### config.mk
export PLATFORM = sky130hd
export DESIGN_NAME = hazard_unit
export DESIGN_NICKNAME = d
export VERILOG_FILES = /design/src/rtl/hazard_unit_pkg.sv /design/src/rtl/hazard_unit_sat_counter.sv /design/src/rtl/hazard_unit.sv
export SDC_FILE = /design/constraint.sdc
export NUM_CORES = 1
export LEC_CHECK = 0
export BUFFER_PORTS_ARGS = -buffer_cell sky130_fd_sc_hd__buf_4
export CAP_MARGIN = 20
export CELL_PAD_IN_SITES_DETAIL_PLACEMENT = 1
export CELL_PAD_IN_SITES_GLOBAL_PLACEMENT = 1
export CORE_UTILIZATION = 40
export CTS_BUF_LIST = sky130_fd_sc_hd__clkbuf_4
export DETAILED_ROUTE_END_ITERATION = 16
export GPL_ROUTABILITY_DRIVEN = 0
export PLACE_DENSITY = 0.77
export SYNTH_ARGS = -nofsm -noshare
export SYNTH_HDL_FRONTEND = slang
export SYNTH_SLANG_ARGS = --single-unit
### constraint.sdc
create_clock -name CLK -period 5.35 [get_ports CLK]
set_input_delay 1.07 -clock CLK [delete_from_list [all_inputs] [get_ports CLK]]
set_output_delay 1.07 -clock CLK [all_outputs]
set_load 0.02 [all_outputs]
### src/rtl/hazard_unit_pkg.sv
// Shared types for the pipeline hazard controller.
// Holds the FSM state encoding, the writeback-source encoding and the JR opcode helper.
// Imported by the hazard unit top and its sub-modules.
package hazard_unit_pkg;

  // Controller FSM states
  typedef enum logic [1:0] {
    RUN    = 2'd0,
    DWAIT  = 2'd1,
    HALTED = 2'd2
  } hazard_state_t;

  // Writeback source select carried down the pipe with each instruction
  typedef enum logic [1:0] {
    RS_ALU  = 2'd0,
    RS_NPC  = 2'd1,
    RS_LUI  = 2'd2,
    RS_DMEM = 2'd3
  } regsrc_t;

  // Opcode the decoder presents for JR (R-type funct remapped onto the opcode field)
  localparam logic [5:0] OP_JR = 6'h3e;

  // True when the decode-stage opcode is a register jump
  function automatic logic is_jr(input logic [5:0] op);
    return op == OP_JR;
  endfunction

endpackage

### src/rtl/hazard_unit_sat_counter.sv
// Saturating up-counter with synchronous clear.
// Latency: count visible one cycle after inc; clear wins over inc.
// No backpressure: holds at all-ones once saturated.
module hazard_unit_sat_counter #(
  parameter int W = 32
) (
  input  logic         CLK,
  input  logic         nRST,
  input  logic         clr,
  input  logic         inc,
  output logic [W-1:0] cnt
);

  // Count up until all-ones, then hold; clear takes priority
  always_ff @(posedge CLK or negedge nRST) begin
    if (!nRST) begin
      cnt <= '0;
    end else if (clr) begin
      cnt <= '0;
    end else if (inc && (cnt != '1)) begin
      cnt <= cnt + W'(1);
    end
  end

endmodule

### src/rtl/hazard_unit.sv
// Stall/flush controller for the 5-stage pipeline (load-use, JR, dmem wait, imem miss, redirects, halt).
// Latency: enables/flushes are combinational from state+inputs; FSM, watchdog and counters update next edge.
// Backpressure: dmem miss freezes PC..EX/ME and bubbles WB; imem miss stalls PC and bubbles decode.
module hazard_unit
  import hazard_unit_pkg::*;
#(
  parameter int DWAIT_MAX = 256,
  parameter int CNT_W     = 32
) (
  input  logic             CLK,
  input  logic             nRST,
  input  logic [5:0]       opcode_de,
  input  logic [4:0]       rs_de,
  input  logic [4:0]       rt_de,
  input  logic             uses_rt_de,
  input  logic [4:0]       regDst_ex,
  input  logic             regWr_ex,
  input  logic [1:0]       regSrc_ex,
  input  logic             dmemREN_me,
  input  logic             dmemWEN_me,
  input  logic             dhit,
  input  logic             ihit,
  input  logic             branch_tkn_ex,
  input  logic             jump_de,
  input  logic             halt_wb,
  output logic             pc_en,
  output logic             en_fd,
  output logic             en_de,
  output logic             en_em,
  output logic             en_mw,
  output logic             flush_fd,
  output logic             flush_de,
  output logic             flush_em,
  output logic             flush_mw,
  output logic             halted,
  output logic             mem_timeout,
  output logic [CNT_W-1:0] stall_cnt,
  output logic [CNT_W-1:0] flush_cnt
);

  localparam logic [1:0] S_RUN    = 2'(RUN);
  localparam logic [1:0] S_DWAIT  = 2'(DWAIT);
  localparam logic [1:0] S_HALTED = 2'(HALTED);

  // Wait counter only needs to reach DWAIT_MAX-1; it saturates there for power-of-two limits
  localparam int WAIT_W = (DWAIT_MAX > 2) ? $clog2(DWAIT_MAX) : 1;
  localparam logic [WAIT_W-1:0] WAIT_LAST = WAIT_W'(DWAIT_MAX - 1);

  logic [1:0]        state;
  logic [1:0]        state_nxt;
  logic              mem_busy;
  logic              ld_in_ex;
  logic              rs_hit;
  logic              rt_hit;
  logic              jr_ld;
  logic              load_use;
  logic [WAIT_W-1:0] wait_cnt;
  logic              wait_inc;
  logic              wait_clr;
  logic              timeout_hit;
  logic              stall_inc;
  logic              flush_inc;

  // Hazard detection terms
  always_comb begin
    mem_busy = (dmemREN_me | dmemWEN_me) & ~dhit;
    // A load in EX whose data only exists after ME; $0 never creates a dependency
    ld_in_ex = regWr_ex && (regSrc_ex == RS_DMEM) && (regDst_ex != 5'd0);
    rs_hit   = ld_in_ex && (regDst_ex == rs_de);
    rt_hit   = ld_in_ex && uses_rt_de && (regDst_ex == rt_de);
    // JR resolves in decode so it needs its target register now; covered by the rs match
    jr_ld    = ld_in_ex && is_jr(opcode_de) && (regDst_ex == rs_de);
    load_use = rs_hit | rt_hit | jr_ld;
  end

  // Prioritised enable/flush generation; reset forces a free-running pipe
  always_comb begin
    pc_en    = 1'b1;
    en_fd    = 1'b1;
    en_de    = 1'b1;
    en_em    = 1'b1;
    en_mw    = 1'b1;
    flush_fd = 1'b0;
    flush_de = 1'b0;
    flush_em = 1'b0;
    flush_mw = 1'b0;
    if (!nRST) begin
      pc_en = 1'b1;
    end else if (state == S_HALTED) begin
      pc_en = 1'b0;
      en_fd = 1'b0;
      en_de = 1'b0;
      en_em = 1'b0;
      en_mw = 1'b0;
    end else if (mem_busy) begin
      // Hold everything up to ME; WB gets a bubble so the stalled access is not retired twice
      pc_en    = 1'b0;
      en_fd    = 1'b0;
      en_de    = 1'b0;
      en_em    = 1'b0;
      flush_mw = 1'b1;
    end else if (branch_tkn_ex) begin
      // Squashing DE also removes any load-use consumer, so no stall is needed
      flush_fd = 1'b1;
      flush_de = 1'b1;
    end else if (load_use) begin
      // One bubble into EX; the load then forwards from ME
      pc_en    = 1'b0;
      en_fd    = 1'b0;
      flush_de = 1'b1;
    end else if (jump_de) begin
      flush_fd = 1'b1;
    end else if (!ihit) begin
      pc_en    = 1'b0;
      flush_fd = 1'b1;
    end
  end

  // Next-state logic: halt wins, DWAIT exits only on a dcache hit
  always_comb begin
    state_nxt = state;
    case (state)
      S_RUN: begin
        if (halt_wb) begin
          state_nxt = S_HALTED;
        end else if (mem_busy) begin
          state_nxt = S_DWAIT;
        end
      end
      S_DWAIT: begin
        if (halt_wb) begin
          state_nxt = S_HALTED;
        end else if (dhit) begin
          state_nxt = S_RUN;
        end
      end
      S_HALTED: state_nxt = S_HALTED;
      default:  state_nxt = S_RUN;
    endcase
  end

  // Counter controls and watchdog condition
  always_comb begin
    wait_inc    = (state == S_DWAIT);
    wait_clr    = (state_nxt != S_DWAIT);
    timeout_hit = (state == S_DWAIT) && !dhit && (wait_cnt >= WAIT_LAST);
    stall_inc   = (state != S_HALTED) && !pc_en;
    flush_inc   = (state != S_HALTED) && flush_fd;
  end

  // FSM state and sticky watchdog flag
  always_ff @(posedge CLK or negedge nRST) begin
    if (!nRST) begin
      state       <= S_RUN;
      mem_timeout <= 1'b0;
    end else begin
      state <= state_nxt;
      if (timeout_hit) begin
        mem_timeout <= 1'b1;
      end
    end
  end

  assign halted = (state == S_HALTED);

  hazard_unit_sat_counter #(.W(WAIT_W)) u_wait_cnt (
    .CLK  (CLK),
    .nRST (nRST),
    .clr  (wait_clr),
    .inc  (wait_inc),
    .cnt  (wait_cnt)
  );

  hazard_unit_sat_counter #(.W(CNT_W)) u_stall_cnt (
    .CLK  (CLK),
    .nRST (nRST),
    .clr  (1'b0),
    .inc  (stall_inc),
    .cnt  (stall_cnt)
  );

  hazard_unit_sat_counter #(.W(CNT_W)) u_flush_cnt (
    .CLK  (CLK),
    .nRST (nRST),
    .clr  (1'b0),
    .inc  (flush_inc),
    .cnt  (flush_cnt)
  );

endmodule

# --- Word-level counts from Yosys, hierarchy flattened ---
# Cells that the tools add are included.
totals:
  regBits: 75
  in_bits: 34
  output_inout_bits: 75
  wordCells: 83
op_classes:
  n_addsub: 3
  n_lt_le_gt_ge: 1
  eq_ne: 11
  n_mux: 39
  n_bitwise: 5
  reduce_logical: 19
ops:
  columns: ["operator", "n"]
  rows:
  - ["$add 32x1->32 const B", 2]
  - ["$ne 32x32->1 const B", 2]
  - ["$mux 1", 32]
  - ["$mux 8", 2]
  - ["$logic_and 1x1->1", 14]
  - ["$eq 5x5->1", 2]
  - ["$add 8x1->8 const B", 1]
  - ["$ge 8x8->1 const B", 1]
  - ["$mux 2", 4]
  - ["$ne 8x8->1 const B", 1]
  - ["$eq 6x6->1 const B", 1]
  - ["$pmux 2 s3", 1]
  - ["$reduce_bool 5->1", 1]
  - ["$eq 2x2->1 const B", 2]
  - ["$or 1x1->1", 3]
  - ["$eq 2x1->1 const B", 1]
  - ["$logic_not 1->1", 2]
  - ["$logic_not 2->1", 1]
  - ["$ne 2x1->1 const B", 1]
  - ["$ne 2x2->1 const B", 1]
  - ["$reduce_bool 2->1", 1]
  - ["$and 1x1->1", 1]
  - ["$not 1->1", 1]

# --- Logic depth before layout (Yosys ltp) ---
# Gate-level depths: netlist (run 1).
logic_depth:
  ltp_word: 15
  mapped_depth: 9
  mapped_depth_nobuf: 8

# --- Cells and area by module ---
# From an unflattened synthesis (run 1), not the netlist that was laid out.
unflattened:
  hier_cells: 503
  area_unflattened_um2: 4594.4
modules_own_cells:
  columns: ["module", "n_inst", "cells_per_inst", "area_each_um2"]
  rows:
  - ["hazard_unit_sat_counter at u_flush_cnt ...", 2, 198, 1854.3]
  - ["hazard_unit_sat_counter at u_wait_cnt", 1, 49, 464.2]
  - ["hazard_unit", 1, 58, 421.7]

# --- Worst setup path before layout (run 1) ---
# No wires, ideal clock.
synth_path:
  path_kind: "input -> output"
  from: "input port regDst_ex[1]"
  to: "output port pc_en"
  t_arrival_ns: 2.505
  slack_ns: 1.775
  path_stages: 4
  path_buffers: 0
  path_cell_list: "or4_4 > o2111ai_4 > o22ai_1 > a21boi_0"
synth_via:
  elab_chain_cells: 11
synth_lines:
  columns: ["item", "line", "rtl"]
  rows:
  - ["start, declared", "hazard_unit.sv:16", "input logic [4:0] regDst_ex,"]
  - ["$reduce_bool 5->1", "hazard_unit.sv:68", "ld_in_ex = regWr_ex && (regSrc_ex == RS_DMEM) && (regDst_ex != 5'd0);"]
  - ["$logic_and 1x1->1", "hazard_unit.sv:68", null]
  - ["$logic_and 1x1->1 (2 in series)", "hazard_unit.sv:70", "rt_hit = ld_in_ex && uses_rt_de && (regDst_ex == rt_de);"]
  - ["$or 1x1->1", "hazard_unit.sv:73", "load_use = rs_hit | rt_hit | jr_ld;"]
  - ["$or 1x1->1 (*)", "hazard_unit.sv:73", null]
  - ["$mux 1 (*)", "hazard_unit.sv:106", "end else if (load_use) begin"]
  - ["$mux 1 (*)", "hazard_unit.sv:102", "end else if (branch_tkn_ex) begin"]
  - ["$mux 1 (*)", "hazard_unit.sv:95", "end else if (mem_busy) begin"]
  - ["$mux 1 (*)", "hazard_unit.sv:89", "end else if (state == S_HALTED) begin"]
  - ["$mux 1 (*)", "hazard_unit.sv:87", "if (!nRST) begin"]
  - ["end, declared", "hazard_unit.sv:26", "output logic pc_en,"]
# Mark *: on every way between the ends. The rest lies on a longest branch, timed or not.

# --- Worst setup path after layout (run 1) ---
layout_path:
  from: "input port regDst_ex[4]"
  to: "output port flush_fd"
layout_via:
  elab_chain_cells: 11
layout_lines:
  columns: ["item", "line", "rtl"]
  rows:
  - ["$reduce_bool 5->1", "hazard_unit.sv:68", null]
  - ["$logic_and 1x1->1", "hazard_unit.sv:68", null]
  - ["$logic_and 1x1->1 (2 in series)", "hazard_unit.sv:70", null]
  - ["$or 1x1->1", "hazard_unit.sv:73", null]
  - ["$or 1x1->1 (*)", "hazard_unit.sv:73", null]
  - ["$mux 1 (*)", "hazard_unit.sv:106", null]
  - ["$mux 1 (*)", "hazard_unit.sv:102", null]
  - ["$mux 1 (*)", "hazard_unit.sv:95", null]
  - ["$mux 1 (*)", "hazard_unit.sv:89", null]
  - ["$mux 1 (*)", "hazard_unit.sv:87", null]
  - ["end, declared", "hazard_unit.sv:31", "output logic flush_fd,"]
# Marks and branches as above.

==> out/results.ini, run 1 <==
[run_status]
outcome = finished, final reports clean

[critical_path]
path_cells = buf_4, xor2_1, nor4_2, a32oi_2, nor3_4, nor2_1, buf_4
path_common_cell = buf_4
crit_path_end = flush_fd
timing.rr.end = u_stall_cnt.cnt[31]
crit_cells = 7
slowest_stage = nor3_4
worstPathMaxFanout = 7
required_ns = 4.28
worst_path_largest_cell_delay_ns = 0.41
critPathCaptureType = output port
r2r_cells = 7
crit_arrival_ns = 2.61
r2r_slack_ns = 2.90
cp-start-kind = input port
critPathLaunch = regDst_ex[4]
cp_top_family = simple AND/OR/NAND/NOR gates
worstReg2RegStart = u_stall_cnt.cnt[8]
crit_buf_inv = 2
timing_worst_setup_path_type = input port to output port

[route]
final_antenna_net_count = 0
drt_first_pass_iters = 4
post_drt_wl_per_cell_um = 16.05
viasPerCell = 5.120
drt-total-wl_um = 9660
drtIter0Drc = 67
drc = 0
num_vias = 3082

[cells_and_area]
multi_input_comb_area_mm2 = 0.001879
drive_above_1_share = 0.2854
final_net_count = 506
regArea_mm2 = 0.001877
nFillCells = 1045
syn_to_final_growth_pct = 26.36
antennaDiodeCount = 0

[clock_network]
htreeDepth = 3
cts.root.buffer_cell = clkbuf_4
postCtsSetupRepairBufs = 0
postCtsResizedCells = 0
hold_buffers = 0
numCtsBuffers = 9
clk_pin_slew_ns = 0.11
clk_latency_ns = 0.43
clockBufferDepth = 2
cts_tree = built
cts.sinks = 75

[sta]
slew_headroom = 0.5920
fin_crit_sh = 0.6875
drv_slew = 0
rsz0062_at_grt = false
hold_viol_final = 0
fmax_mhz = 271.9
fin_tns_setup_ns = 0
clock_skew_ns = 0.02264
setup_slack_ns = 1.672
hold_slack_ns = 0.4853
fin_crit_ns = 3.678
setup_viol = 0
worst-slew-pin-transition_ns = 0.6107

[synthesis]
synth_cell_types = 49
yosysTopAreaCell = dfrtp_1
synth_edf_count = 0
yosysWarnings = 0
yosys-top-cells-area = dfrtp_1, xnor2_1, xor2_1
synthesis.area_mm2 = 0.003831
synth_top_cell_area_share = 0.4899
ys.flop_type = dfrtp_1
syn-num-nets = 398
ys_ff_latch = 75
synth.avg_cell_area_um2 = 10.61
async_flop_share = 1.000
synthCells = 361
yosysSeqAreaShare = 0.4899

[floorplan]
num_rows = 35
pin_count = 109
die_area_mm2 = 0.009973
dieWidth_um = 99.87
core_area_mm2 = 0.009240
die-height_um = 99.87
initial_core_util = 0.4146

[grt]
grt_pass1_vias = 3163
grt_pass1_wl_um = 15850
grt_max_degree = 42
antenna_found_initial = 0
grt_usage = 0.2027
overflow = 0

[run]
cap_violations = 0

[power_and_ir_drop]
power.density_mw_per_mm2 = 257.7
ir_drop_mv = 0.1637
p_leak_uw = 0.002260

[placed_design]
portBuffers = 101
dp_hpwl_um = 7247
dp_slack_ns = 1.636

[worst_hold_path]
hp-class = flop to flop

==> how the worst min path moves through the flow <==
stage                        to  cells past startpoint         from  slack, ns
floorplan              state[1]                      1     state[1]       0.47
global placement    mem_timeout                      1  mem_timeout       0.46
detailed placement  mem_timeout                      1  mem_timeout       0.46
CTS                 mem_timeout                      1  mem_timeout       0.49
global route        mem_timeout                      1  mem_timeout       0.51
finish              mem_timeout                      1  mem_timeout       0.49
==> layer usage <==
metal / vias to the layer above / GRT usage / share of wire
met1: 1508 / 0.2682 / 0.46
li1: 1469 / - / -
met3: 21 / 0.04526 / 0.053
met5: - / 0 / 0
met2: 84 / 0.3231 / 0.46
met4: 0 / 0.08145 / 0.022
==> cell usage after synthesis (2+ instances only) <==
| library cell | count |
|---|---|
| a21boi_0 | 2 |
| and2_1 | 4 |
| and3_1 | 18 |
| and4_1 | 5 |
| buf_4 | 2 |
| buf_6 | 3 |
| dfrtp_1 | 75 |
| ha_1 | 3 |
| inv_1 | 6 |
| nand2_1 | 35 |
| nand3_1 | 23 |
| nand4_1 | 26 |
| nor2_1 | 28 |
| nor3_1 | 13 |
| nor3_2 | 2 |
| nor3_4 | 2 |
| nor3b_1 | 2 |
| nor4_2 | 2 |
| o21ai_0 | 3 |
| or3_1 | 2 |
| xnor2_1 | 50 |
| xor2_1 | 28 |
==> layout make-up <==
type	instances	share of cell area
multi-input combinational	274	0.3882
sequential	75	0.3877
timing repair buffer	103	0.1592
tap	129	0.03334
clock buffer	10	0.01551
clock inverter	5	0.01137
inverter	6	0.004652
==> where the power goes <==
group	total, µW	internal (µW)	switching [µW]
sequential	635	596	38.8
clock	343	144	199
combinational	269	111	159
==> registers in the layout (all words and copies together) (netlist names) <==
signal / count
u_wait_cnt.cnt: 8
u_stall_cnt.cnt: 32
state: 2
mem_timeout: 1
u_flush_cnt.cnt: 32
==> cell families (layout without fill, tap and decap cells) <==
| logic type | Yosys count | after routing | share of synthesized area |
|---|---|---|---|
| xor+xnor | 78 | 78 | 0.1783 |
| simple gates | 172 | 172 | 0.2492 |
| mux | 2 | 2 | 0.005552 |
| compound gates | 18 | 18 | 0.04670 |
| buf+inv | 12 | 124 | 0.01959 |
| other cells | 1 | 1 | 0.0009788 |
| flops | 75 | 75 | 0.4899 |
| fa+ha+maj | 3 | 3 | 0.009799 |
==> stage by stage <==
stage               total power [µW]  utilization  cell area, µm²  std cells
floorplan                      795.8            -            3831        361
global placement               909.9       0.5093            4706        586
detailed placement             918.5       0.5093            4706        586
CTS                             1265       0.5234            4836        601
global route                    1309       0.5239            4841        602
finish                          1247       0.5239            4841        602
==> placed cells by master (no fill, tap or decap), drive strengths merged, types with 2 or more instances in the layout <==
cell      count
buf         103
dfrtp        75
xnor2        50
nand2        35
nor2         29
xor2         28
nand4        26
nand3        24
and3         18
nor3         17
clkbuf       10
inv           6
and4          5
and2          5
o21ai         4
ha            3
nor4          3
a21boi        2
or3           2
nor3b         2
clkinvlp      2
clkinv        2
o2111ai       2
==> worst register-to-register path: stages (launching register included) <==
cell and delay [ns]:
dfrtp_1 0.46, nand4_1 0.22, or3_1 0.48, nor2_1 0.35
nand4_1 0.19, nor2_1 0.30, and3_1 0.22, xor2_1 0.14
No activity file was read; power rests on OpenSTA's default activity.
==> inputs of run 2 (changes only) <==
--- a/config.mk
+++ b/config.mk
@@ -9,11 +9,11 @@
 export CAP_MARGIN = 20
 export CELL_PAD_IN_SITES_DETAIL_PLACEMENT = 1
 export CELL_PAD_IN_SITES_GLOBAL_PLACEMENT = 1
-export CORE_UTILIZATION = 40
+export CORE_UTILIZATION = 37
 export CTS_BUF_LIST = sky130_fd_sc_hd__clkbuf_4
 export DETAILED_ROUTE_END_ITERATION = 16
 export GPL_ROUTABILITY_DRIVEN = 0
-export PLACE_DENSITY = 0.77
+export PLACE_DENSITY = 0.75
 export SYNTH_ARGS = -nofsm -noshare
 export SYNTH_HDL_FRONTEND = slang
 export SYNTH_SLANG_ARGS = --single-unit
==> constraint.sdc (replaced) <==
create_clock -name CLK -period 3.2 [get_ports CLK]
set_input_delay 0.64 -clock CLK [delete_from_list [all_inputs] [get_ports CLK]]
set_output_delay 0.64 -clock CLK [all_outputs]
set_load 0.02 [all_outputs]
==> run 2 against run 1 <==
  * Cell count is 0.83% higher
  * Final area increased by 0.28%
  * Register-to-register slack got worse by 2.1 ns
  * Critical endpoint unchanged
  * Sequential share of layout area is 0.11 points lower
  * Worst setup slack got worse by 1.3 ns
  * Critical path depth did not move
  * Clock power is 72% higher
  * First-iteration DRC count down 28%
  * Non-clock buffer count is the same
==> out/results.ini, run 2 (synthesis gave the netlist of run 1 again) <==
[clock_network]
postCtsResizedCells = 0  ; unchanged
numCtsBuffers = 9  ; unchanged
clk_pin_slew_ns = 0.13  ; was 0.11 ns
cts_tree = built  ; unchanged
htreeDepth = 3  ; unchanged
postCtsSetupRepairBufs = 0  ; unchanged
clk_latency_ns = 0.44  ; was 0.43 ns
clockBufferDepth = 2  ; unchanged
cts.sinks = 75  ; unchanged
hold_buffers = 0  ; unchanged
cts.root.buffer_cell = clkbuf_4  ; unchanged

[sta]
fmax_mhz = 353.8
fin_crit_sh = 0.8832
setup_viol = 0  ; unchanged
fin_crit_ns = 2.826
clock_skew_ns = 0.01809  ; was 0.02264 ns
worst-slew-pin-transition_ns = 0.7215  ; was 0.6107 ns
hold_viol_final = 0  ; unchanged
hold_slack_ns = 0.09369  ; was 0.4853 ns
slew_headroom = 0.5190  ; was 0.5920
drv_slew = 0  ; unchanged
fin_tns_setup_ns = 0  ; unchanged
rsz0062_at_grt = false  ; unchanged

[route]
drtIter0Drc = 48  ; was 67
drt_first_pass_iters = 4  ; unchanged
final_antenna_net_count = 0  ; unchanged
wl_met1_um = 4366  ; was 4460 µm
drt-total-wl_um = 9833  ; was 9660 µm
topRoutingLayerUsed = met4  ; unchanged
viasPerCell = 5.145  ; was 5.120
post_drt_wl_per_cell_um = 16.20  ; was 16.05 µm
num_vias = 3123  ; was 3082
drc = 0  ; unchanged
met3_length_um = 399  ; was 516 µm
dr_wl_met2_um = 4905  ; was 4473 µm

[critical_path]
path_common_cell = buf_4  ; unchanged
timing_worst_setup_path_type = input port to output port  ; unchanged
crit_buf_inv = 2  ; unchanged
crit_arrival_ns = 2.19  ; was 2.61 ns
required_ns = 2.56  ; was 4.28 ns
worstPathMaxFanout = 7  ; unchanged
slowest_stage = nor3_4  ; unchanged
cp-start-kind = input port  ; unchanged
path_cells = buf_4, xor2_1, nor4_2, a32oi_2, nor3_4, nor2_1, buf_4  ; unchanged
cp_top_family = simple AND/OR/NAND/NOR gates  ; unchanged
worst_path_largest_cell_delay_ns = 0.42  ; was 0.41 ns
critPathCaptureType = output port  ; unchanged

[floorplan]
die-height_um = 103.8  ; was 99.87 µm
num_rows = 36  ; was 35
initial_core_util = 0.3866  ; was 0.4146
die_area_mm2 = 0.01077  ; was 0.009973 mm²
pin_count = 109  ; unchanged
core_area_mm2 = 0.009910  ; was 0.009240 mm²
dieWidth_um = 103.8  ; was 99.87 µm

[power_and_ir_drop]
power.clock.fraction = 0.280  ; was 0.275
p_int_uw = 1418  ; was 851.0 µW
swShare = 0.3275  ; was 0.3178
power.density_mw_per_mm2 = 434.4  ; was 257.7 mW/mm²
pwr-share-seq = 0.503  ; was 0.509
p_comb_frac = 0.217  ; was 0.216
p_leak_uw = 0.002265  ; was 0.002260 µW
switchingPower_uw = 690.6  ; was 396.3 µW
ir_drop_mv = 0.3048  ; was 0.1637 mV

[cells_and_area]
syn_to_final_growth_pct = 26.71  ; was 26.36%
final_net_count = 506  ; unchanged
layout_commonest_cell = buf_4  ; unchanged
antennaDiodeCount = 0  ; unchanged
layout_common_cells = buf_4, dfrtp_1, xnor2_1, nand2_1  ; unchanged
nFillCells = 1140  ; was 1045
drive_above_1_share = 0.2869  ; was 0.2854
reg_top3 = u_flush_cnt.cnt: 32 flops, u_stall_cnt.cnt: 32 flops, u_wait_cnt.cnt: 8 flops  ; unchanged
fin_util = 0.4899  ; was 0.5239

[placed_design]
dp_hpwl_um = 7281  ; was 7247 µm
portBuffers = 101  ; unchanged

[run_status]
outcome = finished, final reports clean  ; unchanged

[grt]
grt_max_degree = 57  ; was 42
overflow = 0  ; unchanged
grt_usage = 0.1937  ; was 0.2027
antenna_found_initial = 0  ; unchanged
grt_pass1_vias = 3180  ; was 3163
grt_pass1_wl_um = 16590  ; was 15850 µm

[run]
cap_violations = 0  ; unchanged

[worst_hold_path]
hp-class = input port to async pin  ; was flop to flop

## run 2: final timing paths
check,start,endpoint,slack [ns],cells after the start
worst min-delay path,nRST,u_stall_cnt.cnt[27],0.09,1
worst min register to register,mem_timeout,mem_timeout,0.49,1
worst max-delay path,regDst_ex[4],flush_fd,0.37,7
max in group asynchronous,nRST,u_stall_cnt.cnt[17],2.09,2
min in group CLK,mem_timeout,mem_timeout,0.49,1
worst max register to register,u_stall_cnt.cnt[8],u_stall_cnt.cnt[31],0.79,7
## run 2: stage by stage
stage / cells / worst slack, ns / power, µW / instance area, µm²
final: 607 / 0.3736 / 2109 / 4855
after global placement: 591 / 0.3496 / 1532 / 4718
after floorplan: 361 / 0.4848 / 1330 / 3831
after CTS: 607 / 0.3697 / 2135 / 4855
after global routing: 607 / 0.2721 / 2218 / 4855
after detailed placement: 591 / 0.3741 / 1544 / 4718
## run 2: power by group through the flow
stage / Clock (µW) / Sequential, µW / Combinational [µW]
3_3_place_gp: 0 / 1080 / 454
6_report: 590 / 1060 / 458
3_5_place_dp: 0 / 1080 / 465
4_1_cts: 607 / 1060 / 466
2_1_floorplan: 0 / 1120 / 213
5_1_grt: 648 / 1070 / 496
## run 2: cell type report
class / count / area, µm² / share of cell area
clock inverters: 7 / 68.82 / 0.01418
inverters: 6 / 22.52 / 0.004639
well taps: 133 / 166.4 / 0.03428
flip-flops and latches: 75 / 1877 / 0.3866
clock buffers: 9 / 67.56 / 0.01392
repair buffers: 103 / 773.2 / 0.1593
multi-input cells: 274 / 1879 / 0.3871
## run 2: metal layers
layer / vias up / track usage
met5: - / 0
met4: 0 / 0.07755
met3: 12 / 0.03587
met2: 65 / 0.3265
met1: 1570 / 0.2452
li1: 1476 / -
==> inputs of run 3 (changes only) <==
--- a/config.mk
+++ b/config.mk
@@ -9,11 +9,13 @@
 export CAP_MARGIN = 20
 export CELL_PAD_IN_SITES_DETAIL_PLACEMENT = 1
 export CELL_PAD_IN_SITES_GLOBAL_PLACEMENT = 1
-export CORE_UTILIZATION = 37
+export CORE_MARGIN = 2
+export CORE_UTILIZATION = 38
 export CTS_BUF_LIST = sky130_fd_sc_hd__clkbuf_4
 export DETAILED_ROUTE_END_ITERATION = 16
 export GPL_ROUTABILITY_DRIVEN = 0
-export PLACE_DENSITY = 0.75
+export PLACE_DENSITY = 0.76
 export SYNTH_ARGS = -nofsm -noshare
 export SYNTH_HDL_FRONTEND = slang
+export SYNTH_HIERARCHICAL = 1
 export SYNTH_SLANG_ARGS = --single-unit
==> run 3 against run 2 <==
  * Critical path depth up 3
  * Die area grew 21%
  * Final area increased by 18%
  * Register-to-register slack got worse by 0.62 ns
  * Sequential power down 7%
  * Power is 5.4% lower
  * Count of clock-buffer cells in the layout stayed put
  * Highest routed layer unchanged
==> out/results.ini, run 3 <==
[route]
post_drt_wl_per_cell_um = 17.31  ; was 16.20 µm
drc = 0  ; unchanged
drt_first_pass_iters = 4  ; unchanged
num_vias = 4300  ; was 3123
drtIter0Drc = 210  ; was 48
drt-total-wl_um = 13400  ; was 9833 µm
viasPerCell = 5.556  ; was 5.145
final_antenna_net_count = 0  ; unchanged

[placed_design]
dp_hpwl_um = 9896  ; was 7281 µm
portBuffers = 101  ; unchanged
dp_slack_ns = -0.02194  ; was 0.3741 ns
dp.cells = 757  ; was 591

[power_and_ir_drop]
p_int_uw = 1410  ; was 1418 µW
pwr-share-seq = 0.493  ; was 0.503
p_comb_frac = 0.178  ; was 0.217
power.clock.fraction = 0.329  ; was 0.280
ir_drop_mv = 0.2182  ; was 0.3048 mV
switchingPower_uw = 585.4  ; was 690.6 µW
p_total_uw = 1996  ; was 2109 µW
swShare = 0.2933  ; was 0.3275
power.density_mw_per_mm2 = 347.0  ; was 434.4 mW/mm²
p_leak_uw = 0.002535  ; was 0.002265 µW

[synthesis]
async_flop_share = 1.000  ; unchanged
synth_cell_types = 53  ; was 49
yosys-top-cells-count = dfrtp_1, nor2_1, nand2_1, xnor2_1, a21oi_1  ; was dfrtp_1, xnor2_1, nand2_1
yosysSeqAreaShare = 0.4085  ; was 0.4899
synth_top_cell_area_share = 0.4085  ; was 0.4899
synthCells = 503  ; was 361
synth.avg_cell_area_um2 = 9.134  ; was 10.61 µm²
ys.flop_type = dfrtp_1  ; unchanged
ys_ff_latch = 75  ; unchanged
yosysTopAreaCell = dfrtp_1  ; unchanged
synthesis.area_mm2 = 0.004594  ; was 0.003831 mm²
yosys-top-cells-area = dfrtp_1, xnor2_1, nor2_1  ; was dfrtp_1, xnor2_1, xor2_1
yosysMostFrequentCell = dfrtp_1  ; unchanged
yosysWarnings = 6  ; was 0
synth_edf_count = 0  ; unchanged

[clock_network]
postCtsResizedCells = 0  ; unchanged
clk_latency_ns = 0.45  ; was 0.44 ns
cts.sinks = 75  ; unchanged
numCtsBuffers = 9  ; unchanged
postCtsSetupRepairBufs = 0  ; unchanged
clockBufferDepth = 2  ; unchanged
cts_tree = built  ; unchanged
hold_buffers = 0  ; unchanged
clk_pin_slew_ns = 0.12  ; was 0.13 ns
cts.root.buffer_cell = clkbuf_4  ; unchanged
htreeDepth = 3  ; unchanged

[cells_and_area]
nFillCells = 1421  ; was 1140
syn_to_final_growth_pct = 25.16  ; was 26.71%
layout_commonest_cell = buf_4  ; unchanged
fin_util = 0.4828  ; was 0.4899
stdcell_count = 774  ; was 607
drive_above_1_share = 0.2684  ; was 0.2869
final_net_count = 658  ; was 506
layout_common_cells = buf_4, dfrtp_1, nor2_1, xnor2_1, nand2_1  ; was buf_4, dfrtp_1, xnor2_1, nand2_1
reg_top3 = u_flush_cnt/cnt: 32 flops, u_stall_cnt/cnt: 32 flops, u_wait_cnt/cnt: 8 flops  ; was u_flush_cnt.cnt: 32 flops, u_stall_cnt.cnt: 32 flops, u_wait_cnt.cnt: 8 flops

[floorplan]
num_rows = 40  ; was 36
die_area_mm2 = 0.01299  ; was 0.01077 mm²
dieWidth_um = 114.0  ; was 103.8 µm
core_area_mm2 = 0.01191  ; was 0.009910 mm²
pin_count = 109  ; unchanged
die-height_um = 114.0  ; was 103.8 µm
initial_core_util = 0.3857  ; was 0.3866

[grt]
grt_max_degree = 55  ; was 57
grt_usage = 0.2078  ; was 0.1937
grt_pass1_wl_um = 21600  ; was 16590 µm
antenna_found_initial = 1  ; was 0
grt_pass1_vias = 4349  ; was 3180
overflow = 0  ; unchanged

[critical_path]
timing_worst_setup_path_type = flop to flop  ; was input port to output port
path_cells = nand2b_1, inv_1, or4_1, o21ai_0, a21o_1, and3_1, nand4_1, a21o_1, nor4_1, mux2_2  ; was buf_4, xor2_1, nor4_2, a32oi_2, nor3_4, nor2_1, buf_4
required_ns = 3.53  ; was 2.56 ns
cp_top_family = simple AND/OR/NAND/NOR gates  ; unchanged
critPathCaptureType = flop  ; was output port
cp-start-kind = flop  ; was input port
worstPathMaxFanout = 11  ; was 7
slowest_stage = or4_1  ; was nor3_4
worst_path_largest_cell_delay_ns = 0.48  ; was 0.42 ns
crit_buf_inv = 1  ; was 2
crit_arrival_ns = 3.36  ; was 2.19 ns
path_common_cell = a21o_1  ; was buf_4

[sta]
rsz0062_at_grt = false  ; unchanged
fmax_mhz = 329.7  ; was 353.8 MHz
worst-slew-pin-transition_ns = 0.7202  ; was 0.7215 ns
fin_tns_setup_ns = 0  ; unchanged
hold_viol_final = 0  ; unchanged
setup_viol = 0  ; unchanged
slew_headroom = 0.5199  ; was 0.5190
setup_slack_ns = 0.1672  ; was 0.3736 ns
drv_slew = 0  ; unchanged
fin_crit_sh = 0.9478  ; was 0.8832
fin_crit_ns = 3.033  ; was 2.826 ns
clock_skew_ns = 0.02259  ; was 0.01809 ns

[run]
cap_violations = 0  ; unchanged

[run_status]
outcome = finished, final reports clean  ; unchanged

[worst_hold_path]
hp-class = input port to async pin  ; unchanged

run 3: cell families after synthesis:
family,count (synthesis),share of synthesized area
compound gates,87,0.1310
xor+xnor,36,0.06863
fa+ha+maj,3,0.008171
buf+inv,38,0.03567
flops,75,0.4085
mux,17,0.04248
other cells,1,0.0008162
simple gates,246,0.3047
run 3: final timing paths:
kind | from | end | slack, ns | cells past startpoint
setup / recovery | state[1] | u_stall_cnt/cnt[29] | 0.17 | 10
hold / removal | nRST | state[1] | 0.13 | 2
setup reg to reg | state[1] | u_stall_cnt/cnt[29] | 0.17 | 10
hold reg to reg | mem_timeout | mem_timeout | 0.50 | 1
max in group asynchronous | nRST | u_flush_cnt/cnt[22] | 2.02 | 3
min in group CLK | halt_wb | state[1] | 0.45 | 3
run 3: final cells by class:
cell class | instances | area (µm²) | area share
multi-input combinational | 398 | 2584 | 0.4493
sequential | 75 | 1877 | 0.3264
timing repair buffer | 117 | 878.3 | 0.1527
tap | 147 | 183.9 | 0.03198
clock inverter | 7 | 82.58 | 0.01436
inverter | 20 | 75.07 | 0.01305
clock buffer | 9 | 67.56 | 0.01175
antenna | 1 | 2.502 | 0.0004352
run 3: power groups by stage:
| stage | sequential (µW) | combinational [µW] | clock, µW |
|---|---|---|---|
| final | 984 | 355 | 657 |
| after global routing | 987 | 384 | 725 |
| after CTS | 983 | 352 | 686 |
| after detailed placement | 1000 | 352 | 0 |
| after global placement | 1000 | 339 | 0 |
| after floorplan | 1010 | 185 | 0 |
run 3: metrics by stage:
step,hold slack [ns],area (µm²)
2_1_floorplan,0.3444,4624
3_3_place_gp,0.4595,5598
3_5_place_dp,0.4660,5598
4_1_cts,0.09848,5748
5_1_grt,0.09728,5751
6_report,0.1279,5751
run 3: routing by layer:
layer  track usage  share of wire  up-vias
met5             0              0        -
met4       0.07317          0.014        0
met3       0.03507          0.036       14
met2        0.3579           0.51       90
met1        0.2638           0.44     2152
li1              -              -     2044
